[src/rtl/mux_select_sequencer_pkg.sv]
// rtl/mux_select_sequencer_pkg.sv - shared state encoding and timing defaults for the mux select sequencer
package mux_select_sequencer_pkg;

  typedef enum logic [2:0] {
    ST_IDLE   = 3'd0,
    ST_BREAK  = 3'd1,
    ST_SETTLE = 3'd2,
    ST_SAMPLE = 3'd3,
    ST_DONE   = 3'd4
  } state_t;

  localparam int DEFAULT_DEAD_CYCLES   = 2;
  localparam int DEFAULT_SETTLE_CYCLES = 50;

  function automatic int max_int(input int a, input int b);
    return (a > b) ? a : b;
  endfunction

endpackage

[src/rtl/mux_select_sequencer_onehot_decoder.sv]
// rtl/mux_select_sequencer_onehot_decoder.sv - binary index to one-hot select with in-range flag
module mux_select_sequencer_onehot_decoder #(
  parameter int Width = 5,
  parameter int N     = 2
) (
  input  logic [Width-1:0] idx,
  output logic [N-1:0]     onehot,
  output logic             in_range
);

  // An index beyond N-1 decodes to all zeros, so the flag is just the OR of the lines.
  always_comb begin
    onehot = '0;
    for (int i = 0; i < N; i++) begin
      onehot[i] = (idx == Width'(i));
    end
    in_range = |onehot;
  end

endmodule

[src/rtl/mux_select_sequencer.sv]
// rtl/mux_select_sequencer.sv - break-before-make row/column select sequencing with settle and ADC handshake
module mux_select_sequencer
  import mux_select_sequencer_pkg::*;
#(
  parameter int Width        = 5,
  parameter int Rows         = 2,
  parameter int Cols         = 2,
  parameter int DeadCycles   = DEFAULT_DEAD_CYCLES,
  parameter int SettleCycles = DEFAULT_SETTLE_CYCLES
) (
  input  logic             clk_i,
  input  logic             rst_i,
  input  logic             start_i,
  input  logic [Width-1:0] row_i,
  input  logic [Width-1:0] col_i,
  input  logic             ack_i,
  output logic [Rows-1:0]  row_sel_o,
  output logic [Cols-1:0]  col_sel_o,
  output logic             sample_o,
  output logic             busy_o,
  output logic             done_o,
  output logic             err_o
);

  localparam int CntW = $clog2(max_int(DeadCycles, SettleCycles) + 1);
  localparam logic [CntW-1:0] DeadLast   = CntW'(DeadCycles - 1);
  localparam logic [CntW-1:0] SettleLast = CntW'(SettleCycles - 1);

  state_t          state_q, state_d;
  logic [CntW-1:0] cnt_q, cnt_d;

  // Requested pixel, held in one-hot form from acceptance until the next accepted start.
  logic [Rows-1:0] row_lat_q, row_lat_d;
  logic [Cols-1:0] col_lat_q, col_lat_d;

  logic [Rows-1:0] row_sel_q, row_sel_d;
  logic [Cols-1:0] col_sel_q, col_sel_d;
  logic            sample_q, sample_d;
  logic            busy_q, busy_d;
  logic            done_q, done_d;
  logic            err_q, err_d;

  logic [Rows-1:0] row_dec;
  logic [Cols-1:0] col_dec;
  logic            row_ok, col_ok;

  mux_select_sequencer_onehot_decoder #(.Width(Width), .N(Rows)) u_row_dec (
    .idx      (row_i),
    .onehot   (row_dec),
    .in_range (row_ok)
  );

  mux_select_sequencer_onehot_decoder #(.Width(Width), .N(Cols)) u_col_dec (
    .idx      (col_i),
    .onehot   (col_dec),
    .in_range (col_ok)
  );

  // Next state plus next output values; outputs are derived from the next state so the registered copies track the state register.
  always_comb begin
    state_d   = state_q;
    cnt_d     = cnt_q;
    row_lat_d = row_lat_q;
    col_lat_d = col_lat_q;
    err_d     = 1'b0;

    case (state_q)
      ST_IDLE: begin
        if (start_i) begin
          if (row_ok && col_ok) begin
            row_lat_d = row_dec;
            col_lat_d = col_dec;
            cnt_d     = '0;
            state_d   = ST_BREAK;
          end else begin
            err_d = 1'b1;
          end
        end
      end
      ST_BREAK: begin
        if (cnt_q == DeadLast) begin
          cnt_d   = '0;
          state_d = ST_SETTLE;
        end else begin
          cnt_d = cnt_q + CntW'(1);
        end
      end
      ST_SETTLE: begin
        if (cnt_q == SettleLast) begin
          cnt_d   = '0;
          state_d = ST_SAMPLE;
        end else begin
          cnt_d = cnt_q + CntW'(1);
        end
      end
      ST_SAMPLE: begin
        if (ack_i) begin
          state_d = ST_DONE;
        end
      end
      ST_DONE: begin
        state_d = ST_IDLE;
      end
      default: begin
        state_d = ST_IDLE;
      end
    endcase

    // Selects drop for the dead time, then show the new pixel and hold it through IDLE.
    row_sel_d = row_sel_q;
    col_sel_d = col_sel_q;
    if (state_d == ST_BREAK) begin
      row_sel_d = '0;
      col_sel_d = '0;
    end else if (state_d == ST_SETTLE) begin
      row_sel_d = row_lat_d;
      col_sel_d = col_lat_d;
    end

    sample_d = (state_d == ST_SAMPLE);
    done_d   = (state_d == ST_DONE);
    busy_d   = (state_d != ST_IDLE);
  end

  // State, counter, latched pixel and registered outputs.
  always_ff @(posedge clk_i) begin
    if (!rst_i) begin
      state_q   <= ST_IDLE;
      cnt_q     <= '0;
      row_lat_q <= '0;
      col_lat_q <= '0;
      row_sel_q <= '0;
      col_sel_q <= '0;
      sample_q  <= 1'b0;
      busy_q    <= 1'b0;
      done_q    <= 1'b0;
      err_q     <= 1'b0;
    end else begin
      state_q   <= state_d;
      cnt_q     <= cnt_d;
      row_lat_q <= row_lat_d;
      col_lat_q <= col_lat_d;
      row_sel_q <= row_sel_d;
      col_sel_q <= col_sel_d;
      sample_q  <= sample_d;
      busy_q    <= busy_d;
      done_q    <= done_d;
      err_q     <= err_d;
    end
  end

  assign row_sel_o = row_sel_q;
  assign col_sel_o = col_sel_q;
  assign sample_o  = sample_q;
  assign busy_o    = busy_q;
  assign done_o    = done_q;
  assign err_o     = err_q;

endmodule

[config.mk]
export PLATFORM = sky130hd
export DESIGN_NAME = mux_select_sequencer
export DESIGN_NICKNAME = d
export VERILOG_FILES = /design/src/rtl/mux_select_sequencer_pkg.sv /design/src/rtl/mux_select_sequencer_onehot_decoder.sv /design/src/rtl/mux_select_sequencer.sv
export SDC_FILE = /design/constraint.sdc
export NUM_CORES = 1
export LEC_CHECK = 0
export BUFFER_PORTS_ARGS = -buffer_cell sky130_fd_sc_hd__buf_4
export CORE_MARGIN = 2
export CORE_UTILIZATION = 40
export CTS_BUF_LIST = sky130_fd_sc_hd__clkbuf_8
export DETAILED_ROUTE_END_ITERATION = 6
export PLACE_DENSITY = 0.7
export SYNTH_ARGS = -nofsm -noshare
export SYNTH_HDL_FRONTEND = slang
export SYNTH_HIERARCHICAL = 1
export SYNTH_SLANG_ARGS = --single-unit
[constraint.sdc]
create_clock -name clk_i -period 2.2 [get_ports clk_i]
set_input_delay 0.11 -clock clk_i [delete_from_list [all_inputs] [get_ports clk_i]]
set_output_delay 0.11 -clock clk_i [all_outputs]
set_load 0.02 [all_outputs]
-- Word-level counts from Yosys, hierarchy flattened
Cells that the tools add are included.
Widths: inputs -> output; s select.
- flip-flop bits (word level): 21
- output and inout port bits: 8
- input port bits: 14
- $add $sub $neg: 1
- mux-type cells: 18
- eq/ne operators: 13
- reduce and logical (&&, ||, !) cells: 11
- bitwise gates (word level): 1
- operators by type and width (kind ; count):
    $mux 6 ; 4
    $pmux 6 s3 ; 1
    $mux 3 ; 5
    $eq 3x2->1 const B ; 4
    $mux 2 ; 6
    $pmux 3 s4 ; 1
    $eq 5x1->1 const B ; 2
    $logic_not 5->1 ; 2
    $add 6x1->6 const B ; 1
    $eq 3x1->1 const B ; 2
    $eq 6x1->1 const B ; 1
    $eq 6x6->1 const B ; 1
    $reduce_and 3->1 ; 2
    $reduce_bool 3->1 ; 2
    $reduce_or 2->1 ; 3
    $ne 2x2->1 const B ; 2
    $eq 3x3->1 const B ; 1
    $logic_not 3->1 ; 1
    $logic_and 1x1->1 ; 1
    $mux 1 ; 1
    $not 1->1 ; 1

-- Depth between registers and ports, before layout
Gate-level depths: netlist of the first run.
- word-level depth: 8
- depth in mapped cells: 6
- gate-level depth less buffers: 6

-- Hierarchy
The synthesis of the first run kept the hierarchy.
- by module, submodules not included (module ; cells an instance ; sequential area each (sq um) ; area each (sq um) ; instances):
    mux_select_sequencer ; 108 ; 420.4 ; 993.5 ; 1
    mux_select_sequencer_onehot_decoder ; 3 ; 0.0 ; 26.3 ; 2

-- Least setup slack after synthesis of the first run
No wires, ideal clock.
- path kind: register -> register
- from: reg cnt_q[0]
- to: reg busy_q, in the netlist busy_o
- slack: 0.459 ns
- path buffers: 0
- setup time: 0.115 ns
- cell stages (with the launch flop): 6
- data arrival time: 1.626 ns
- cells stage by stage: dfxtp_1 ha_1 nor3b_4 a2111oi_2 or4_1 o21a_1
- longest elaborated chain between the ends: 4
- elaborated cells between the ends (all ways): 6
- those cells by class: 2 x eq/ne; 3 x mux; 1 x reduce/logical
- RTL lines (element ; line ; source):
    start, declared ; mux_select_sequencer.sv:30 ; logic [CntW-1:0] cnt_q, cnt_d;
    start signal, assigned ; mux_select_sequencer.sv:140 ; cnt_q <= cnt_d;
    $eq 6x6->1 / $eq 6x1->1 (equally long branches) ; mux_select_sequencer.sv:89, mux_select_sequencer.sv:81 ;
    $mux 3, on equally long branches ; mux_select_sequencer.sv:89, mux_select_sequencer.sv:81 ;
    $pmux 3 s4 (*) ; mux_select_sequencer.sv:67 ; case (state_q)
    $reduce_bool 3->1 (*) ; mux_select_sequencer.sv:122 ; busy_d = (state_d != ST_IDLE);
    end signal, assigned ; mux_select_sequencer.sv:146 ; busy_q <= busy_d;
    end, declared ; mux_select_sequencer.sv:39 ; logic busy_q, busy_d;
Every way passes the cells marked *; elsewhere a longest branch is shown, timed or not.
A chain may end at the register's enable or synchronous reset.

-- Worst setup path after layout of the first run
Ends and elaborated chain as after synthesis.

==> results.toml, run 1 <==
[run_status]
status = "finished clean"

[setup_path]
cp-startpoint = "cnt_q[0]"
required_ns = 2.36
timing.rr.start = "cnt_q[0]"
rrSetupSlack_ns = 0.32
worstPathArrival_ns = 2.04
r2r-end = "busy_o"
crit_type = "reg2reg"
reg2reg_depth = 5
crit_path_max_fanout = 5
start_kind = "flip-flop"
endpoint = "busy_o"
cp-end-kind = "flip-flop"

[layout]
drive_gt1_frac = 0.273
syn2layout_area_growth_pct = 23.8
finish.utilization = 0.523
diodes = 0
fin_nets = 156
fillCellCount = 243

[route]
ant_nets = 0
wl_um = 2230
drc = 0
drt_iter0_drc = 21
vias_per_cell = 5.59
firstDrtPassIters = 4
wl_per_cell_um = 13.2
vias = 944

[clock_network]
cts_setup_buffers = 0
clockBufferDepth = 2
cts.clk_slew.worst_paths_ns = 0.07
clock_sinks = 21
cts_resized = 0
cts_tree = "yes"
clock_latency_ns = 0.27
cts_inserted_buffers = 3
ctsHoldBuffers = 0
clk_root_buffer_cell = "clkbuf_8"
cts_htree_levels = 1

[timing]
holdWs_ns = 0.142
timing.final.crit_share = 0.855
relSlewSlack = 0.658
layout_min_cycle_time_ns = 1.88
finalSetupViolations = 0
tightest_slew_ns = 0.509
skew_ns = 0.00524
slew_violations = 0
finalSetupTns_ns = 0
max_freq_mhz = 532
hold_violations = 0
rsz0062_at_grt = "false"

[floorplan]
rows = 18
die-area_um2 = 3040
die_y_um = 55.1
fp.coreArea_um2 = 2480
initial_core_util = 0.422
fp.dieW_um = 55.1
pin_count = 22

[pwr]
leakage_nw = 0.483
internal_power_w = 0.000530
max-vdd-ir-drop_uv = 306
clockPowerShare = 0.380
p_seq_frac = 0.561
switching_share = 0.221
power_w = 0.000680
cellPowerDensity_nw_per_um2 = 525
p_sw_w = 0.000150
combPwrFrac = 0.059

[run]
maxCapViolCount = 0

[synthesis]
synthArstFlopShare = 0
synth.distinct_cells = 40
synth_largest_area_cell = "dfxtp_1"
synth_flop_cell = "dfxtp_1"
seq_area_frac_synth = 0.402
syn_inst = 114
ys.warnings.count = 6
synth_most_common_cell = "dfxtp_1"
syn_area_per_cell_um2 = 9.18
synthTopCellsByCount = "dfxtp_1, nand2_1, nor2_1, nor3_1"
synth.top_cell.area_share = 0.402
synth_area_leaders = "dfxtp_1, nand2_1, a311oi_1, a21boi_0, nor2_1"
synth_edf_count = 0
synth_fp_nets = 130
ys_ff_latch = 21
syn-cell-area_um2 = 1050

[global_routing]
overflow = 0
gr-usage-all-layers = 0.174
grt_pass1_vias = 885
antenna_found_initial = 0
grt_pass1_wl_um = 3730
grt_max_degree = 15

[placed_design]
place.gp.congestion = 0.798
dpl.hpwl_um = 1680
portBuffers = 21

[min_path]
hold_class = "in2reg"
==> how the worst min path moves through the flow <==
stage          start          to  slack [ns]  cells after the start
2_1_floorplan  ack_i      done_o        0.29                      1
3_3_place_gp   ack_i      done_o        0.40                      2
3_5_place_dp   ack_i  state_q[2]        0.41                      2
4_1_cts        ack_i      done_o        0.14                      2
5_1_grt        ack_i      done_o        0.15                      2
6_report       ack_i      done_o        0.14                      2
==> flip-flops by register name, indices dropped and copies added, names as in the netlist <==
register   cells
state_q        3
busy_o         1
err_o          1
col_sel_o      2
row_sel_o      2
sample_o       1
cnt_q          6
col_lat_q      2
row_lat_q      2
done_o         1
==> power by group through the flow <==
stage | registers, W | clock network, W | logic (W)
CTS | 0.000381 | 0.000265 | 0.0000400
finish | 0.000381 | 0.000258 | 0.0000401
global route | 0.000382 | 0.000280 | 0.0000437
global placement | 0.000390 | 0 | 0.0000393
detailed placement | 0.000390 | 0 | 0.0000399
floorplan | 0.000392 | 0 | 0.0000129
==> layout make-up <==
class	instances	area (um^2)	area share
Sequential cell	21	420	0.325
Tap cell	30	37.5	0.0290
Multi-Input combinational cell	89	611	0.471
Clock buffer	3	41.3	0.0319
Inverter	2	7.51	0.00580
Clock inverter	1	5.00	0.00386
Timing Repair Buffer	23	173	0.133
==> layout by cell type (no fill, tap or decap), drive strengths merged, types with 2 or more instances in the layout <==
cell / instances
a21boi: 5
nand2: 17
and4b: 2
dfxtp: 21
or3b: 3
xnor2: 2
xor2: 2
nor4: 4
a311oi: 5
or3: 3
and2: 4
buf: 23
nand3: 2
clkbuf: 3
inv: 2
a21oi: 2
and2b: 2
or4b: 2
nor3b: 4
nor3: 7
nor2: 9
ha: 2
a31oi: 2
==> logic make-up after synthesis <==
logic type               synth area share
flip-flops                          0.402
adder cells (fa/ha/maj)            0.0239
XOR/XNOR                           0.0335
AO/OA/AOI/OAI                       0.151
AND/OR/NAND/NOR                     0.376
buffers and inverters              0.0144
==> per-stage QoR <==
step	std cells	area (um^2)	setup WS, ns
global placement	165	1250	0.142
global route	169	1290	0.202
detailed placement	165	1250	0.102
CTS	169	1290	0.312
floorplan	114	1050	0.459
finish	169	1290	0.319
==> metal layers <==
metal / wire length, um / up-vias / part of all wire / global-route usage
li1: - / 468 / - / -
met2: 1110 / 41 / 0.50 / 0.298
met1: 945 / 429 / 0.42 / 0.205
met5: 0 / - / 0 / 0
met4: 48 / 0 / 0.021 / 0.106
met3: 133 / 6 / 0.060 / 0.0242
==> critical path, stage by stage (launching register included) <==
cell and delay (ns):
dfxtp_1 0.41, ha_1 0.19, nor3b_4 0.24, a2111oi_2 0.14, or4_1 0.59, o21a_1 0.21
(Power assumes the default switching activity.)
==> run 2, diff against run 1 <==
--- a/config.mk
+++ b/config.mk
@@ -11,6 +11,7 @@
 export CTS_BUF_LIST = sky130_fd_sc_hd__clkbuf_8
 export DETAILED_ROUTE_END_ITERATION = 6
 export PLACE_DENSITY = 0.7
+export RECOVER_POWER = 25
 export SYNTH_ARGS = -nofsm -noshare
 export SYNTH_HDL_FRONTEND = slang
 export SYNTH_HIERARCHICAL = 1
==> results.toml, run 2 (synthesis results as in run 1) <==
[run_status]
status = "finished clean"

[setup_path]
rrSetupSlack_ns = 0.32
crit_type = "reg2reg"
reg2reg_depth = 5
start_kind = "flip-flop"
path_cells = "ha_1, nor3b_4, a2111oi_2, or4_1, o21a_1"
slowest_delay_ns = 0.59
critPathSlowestCell = "or4_1"
r2r-end = "busy_o"
cp-end-kind = "flip-flop"
timing.rr.start = "cnt_q[0]"
required_ns = 2.36
worstPathArrival_ns = 2.05
crit_path_max_fanout = 5

[clock_network]
clockBufferDepth = 2
cts_inserted_buffers = 3
cts_htree_levels = 1
clock_sinks = 21
clock_latency_ns = 0.27
cts_resized = 0
clk_root_buffer_cell = "clkbuf_8"
cts_tree = "yes"
cts.clk_slew.worst_paths_ns = 0.07
ctsHoldBuffers = 0
cts_setup_buffers = 0

[layout]
mostFrequentLayoutCells = "dfxtp_1, nand2_1, buf_4"
syn2layout_area_growth_pct = 21.3
diodes = 0
fin_nets = 156
largest_register = "cnt_q"
fillCellCount = 253
finish.utilization = 0.512
mostFrequentLayoutCell = "dfxtp_1"
reg_top3 = "cnt_q (6), state_q (3)"
largest_reg_flops = 6
drive_gt1_frac = 0.223

[global_routing]
overflow = 0
gr-usage-all-layers = 0.174
grt_max_degree = 15
grt_use_met3 = 0.0242
grt_pass1_vias = 885
grtUsageMet1 = 0.205
antenna_found_initial = 0
grt_pass1_wl_um = 3730
grtUsageMet2 = 0.298
busiest_layer = "met2"

[floorplan]
pin_count = 22
fp.coreArea_um2 = 2480
initial_core_util = 0.422
fp.dieW_um = 55.1
rows = 18
die-area_um2 = 3040
die_y_um = 55.1

[timing]
hold_violations = 0
layout_min_cycle_time_ns = 1.88
finalSetupViolations = 0
slew_violations = 0
tightest_slew_ns = 0.510
relSlewSlack = 0.657
max_freq_mhz = 531
finalSetupTns_ns = 0
skew_ns = 0.00550
rsz0062_at_grt = "false"
timing.final.crit_share = 0.856

[route]
drt_iter0_drc = 24
wl_um = 2240
firstDrtPassIters = 4
wl_per_cell_um = 13.3
drc = 0
vias = 939
ant_nets = 0
vias_per_cell = 5.56

[min_path]
hold_class = "in2reg"
hp-start = "ack_i"
min_path_cells = 2
hold_end = "done_o"

[pwr]
max-vdd-ir-drop_uv = 307
leakage_nw = 0.453
cellPowerDensity_nw_per_um2 = 537

[run]
maxCapViolCount = 0

[placed_design]
place.gp.congestion = 0.798
portBuffers = 21
dpl.hpwl_um = 1680
-- run 2: cell count changes in the layout (fill, tap and decap cells not counted) --
cell,change
buf_4,-7
clkbuf_1,+7
-- run 2: worst max-delay path, delay by kind of cell (launching register included) --
family / cells / cell delay [ns]
AO/OA/AOI/OAI: 2 / 0.35
adder cells (fa/ha/maj): 1 / 0.19
flip-flops: 1 / 0.41
AND/OR/NAND/NOR: 2 / 0.84
-- run 2: stage by stage --
step	hold slack (ns)	cell area (um^2)	cells	setup slack [ns]	total power [W]
global placement	0.403	1250	165	0.142	0.000430
CTS	0.135	1290	169	0.312	0.000687
detailed placement	0.410	1250	165	0.102	0.000430
floorplan	0.295	1050	114	0.459	0.000404
global route	0.146	1270	169	0.202	0.000704
finish	0.139	1270	169	0.316	0.000682
-- run 2: power breakdown --
group / total, W / switching [W] / internal [W] / leakage, nW
combinational: 0.0000392 / 0.0000176 / 0.0000216 / 0.259
sequential: 0.000381 / 0.000000391 / 0.000381 / 0.169
clock: 0.000261 / 0.000135 / 0.000127 / 0.0255
-- run 2: area by class of cell --
type	count	area (um^2)	share of cell area
multi-input combinational	89	611	0.481
sequential	21	420	0.331
timing repair buffer	23	146	0.115
clock buffer	3	41.3	0.0325
tap	30	37.5	0.0296
inverter	2	7.51	0.00592
clock inverter	1	5.00	0.00394
-- run 2: how the worst max path moves through the flow --
stage | startpoint | to | slack, ns | cells after the start
after floorplan | cnt_q[0] | busy_o | 0.46 | 5
after global placement | row_i[4] | cnt_q[2] | 0.14 | 6
after detailed placement | row_i[4] | cnt_q[2] | 0.10 | 6
after CTS | cnt_q[0] | busy_o | 0.31 | 5
after global routing | cnt_q[0] | busy_o | 0.20 | 5
final | cnt_q[0] | busy_o | 0.32 | 5
-- run 2: layer usage --
| metal | up-vias | share of wire |
|---|---|---|
| met3 | 5 | 0.062 |
| met1 | 429 | 0.43 |
| met5 | - | 0 |
| met2 | 35 | 0.49 |
| met4 | 0 | 0.024 |
| li1 | 470 | - |
==> run 3, diff against run 2 <==
--- a/config.mk
+++ b/config.mk
@@ -12,7 +12,7 @@
 export DETAILED_ROUTE_END_ITERATION = 6
 export PLACE_DENSITY = 0.7
 export RECOVER_POWER = 25
+export SLEW_MARGIN = 10
 export SYNTH_ARGS = -nofsm -noshare
 export SYNTH_HDL_FRONTEND = slang
-export SYNTH_HIERARCHICAL = 1
 export SYNTH_SLANG_ARGS = --single-unit
==> results.toml, run 3 <==
[run_status]
status = "finished clean"

[clock_network]
clock_sinks = 21
clock_latency_ns = 0.26
cts_htree_levels = 1
cts.clk_slew.worst_paths_ns = 0.07
clockBufferDepth = 2
cts_inserted_buffers = 3
clk_root_buffer_cell = "clkbuf_8"
cts_tree = "yes"
ctsHoldBuffers = 0

[floorplan]
fp.dieW_um = 54.4
pin_count = 22
fp.coreArea_um2 = 2430
die_y_um = 54.4
rows = 18
die-area_um2 = 2960
initial_core_util = 0.417

[layout]
fin_nets = 149
mostFrequentLayoutCells = "dfxtp_1, buf_4, inv_1, nor2_1, clkbuf_1"
mostFrequentLayoutCell = "dfxtp_1"
largest_reg_flops = 6
reg_top3 = "cnt_q (6), state_q (3)"
largest_register = "cnt_q"
drive_gt1_frac = 0.197
diodes = 0
syn2layout_area_growth_pct = 19.9

[timing]
holdWs_ns = 0.110
timing.final.crit_share = 0.916
tightest_slew_ns = 0.705
max_freq_mhz = 496
rsz0062_at_grt = "false"
slew_violations = 0
layout_min_cycle_time_ns = 2.02
finalSetupViolations = 0
hold_violations = 0
skew_ns = 0.00124
finalSetupTns_ns = 0
relSlewSlack = 0.527

[setup_path]
start_kind = "flip-flop"
cp-end-kind = "flip-flop"
crit_path_max_fanout = 7
required_ns = 2.39
r2r-end = "row_sel_o[1]"
cp-startpoint = "cnt_q[0]"
slowest_delay_ns = 0.41
endpoint = "row_sel_o[1]"
timing.rr.start = "cnt_q[0]"
crit_type = "reg2reg"
rrSetupSlack_ns = 0.18
reg2reg_depth = 6
worstPathArrival_ns = 2.20
critPathSlowestCell = "dfxtp_1"
path_cells = "ha_1, or3b_4, o41a_1, nor4_4, inv_2, o22ai_2"

[placed_design]
dpl.hpwl_um = 1530
portBuffers = 21
place.gp.congestion = 0.792

[synthesis]
synth.distinct_cells = 45
ys_ff_latch = 21
synthArstFlopShare = 0
synth_most_common_cell = "dfxtp_1"
synth_flop_cell = "dfxtp_1"
synth_edf_count = 0
syn_area_per_cell_um2 = 9.14
synth.top_cell.area_share = 0.414
seq_area_frac_synth = 0.414
syn-cell-area_um2 = 1010
synth_area_leaders = "dfxtp_1, mux2i_1, nor2b_1, nor3_1, inv_1"
synth_fp_nets = 127
synthTopCellsByCount = "dfxtp_1, inv_1, nor2_1"
synth_largest_area_cell = "dfxtp_1"
ys.warnings.count = 0
syn_inst = 111

[route]
drt_iter0_drc = 12
met2_length_um = 935
firstDrtPassIters = 5
vias = 870
wl_per_cell_um = 11.9
highest-signal-layer = "met4"
wl_um = 1930
wl_met3_um = 88
vias_per_cell = 5.37
drt-met1-wl_um = 888
drc = 0
ant_nets = 0

[min_path]
min_path_cells = 2
hold_class = "in2reg"
hp-start = "start_i"

[pwr]
leakage_nw = 0.440
max-vdd-ir-drop_uv = 276
cellPowerDensity_nw_per_um2 = 548

[global_routing]
antenna_found_initial = 0
grt_pass1_wl_um = 3320
gr-usage-all-layers = 0.154
overflow = 0
grt_pass1_vias = 771
grt_max_degree = 14

[run]
maxCapViolCount = 0
==> run 3: area by class of cell <==
type	instances	area (um^2)
Clock buffer	3	41.3
Sequential cell	21	420
Inverter	9	33.8
Multi-Input combinational cell	77	547
Fill cell	239	1220
Tap cell	30	37.5
Timing Repair Buffer	21	131
Clock inverter	1	5.00
==> run 3: cell families after synthesis <==
group | Yosys count | synth area share
muxes | 4 | 0.0395
AOI/OAI and AO/OA | 22 | 0.168
xor gates and xnor gates | 4 | 0.0345
adders and majority gates | 2 | 0.0247
buffers and inverters | 13 | 0.0493
and+or+nand+nor | 45 | 0.270
DFF | 21 | 0.414
==> run 3: routing by layer <==
| layer | vias up | GRT usage |
|---|---|---|
| met1 | 412 | 0.198 |
| met2 | 17 | 0.255 |
| met5 | - | 0 |
| met4 | 0 | 0.0500 |
| li1 | 437 | - |
| met3 | 4 | 0.0328 |
==> run 3: critical path, delay by kind of cell, from the launching register on <==
kind | cells | cell delay (ns)
simple gates | 2 | 0.76
compound gates | 2 | 0.54
flops | 1 | 0.41
fa+ha+maj | 1 | 0.16
buf+inv | 1 | 0.07
==> run 3: metrics by stage <==
step / area [um^2] / util / total power, W / setup slack, ns / cells
floorplan: 1010 / - / 0.000403 / 0.246 / 111
global placement: 1190 / 0.491 / 0.000428 / 0.205 / 158
detailed placement: 1190 / 0.491 / 0.000429 / 0.131 / 158
CTS: 1240 / 0.510 / 0.000675 / 0.111 / 162
global route: 1220 / 0.500 / 0.000692 / 0.0554 / 162
finish: 1220 / 0.500 / 0.000667 / 0.185 / 162
==> run 3: power breakdown <==
| part | switching (W) | leakage [nW] | internal (W) |
|---|---|---|---|
| logic | 0.0000170 | 0.245 | 0.0000206 |
| registers | 0.000000451 | 0.169 | 0.000381 |
| clock network | 0.000122 | 0.0255 | 0.000126 |
==> run 3: what timing repair did <==
action | 4_1_cts | 5_1_grt
gates resized for setup | 0 | 1
setup endpoints to repair | 0 | 3
buffers inserted | 0 | 0
==> run 3: worst min-delay path by stage <==
stage,endpoint,slack (ns)
3_5_place_dp,err_o,0.38
5_1_grt,err_o,0.13
3_3_place_gp,err_o,0.37
2_1_floorplan,col_lat_q[0],0.23
4_1_cts,err_o,0.11
6_report,err_o,0.11
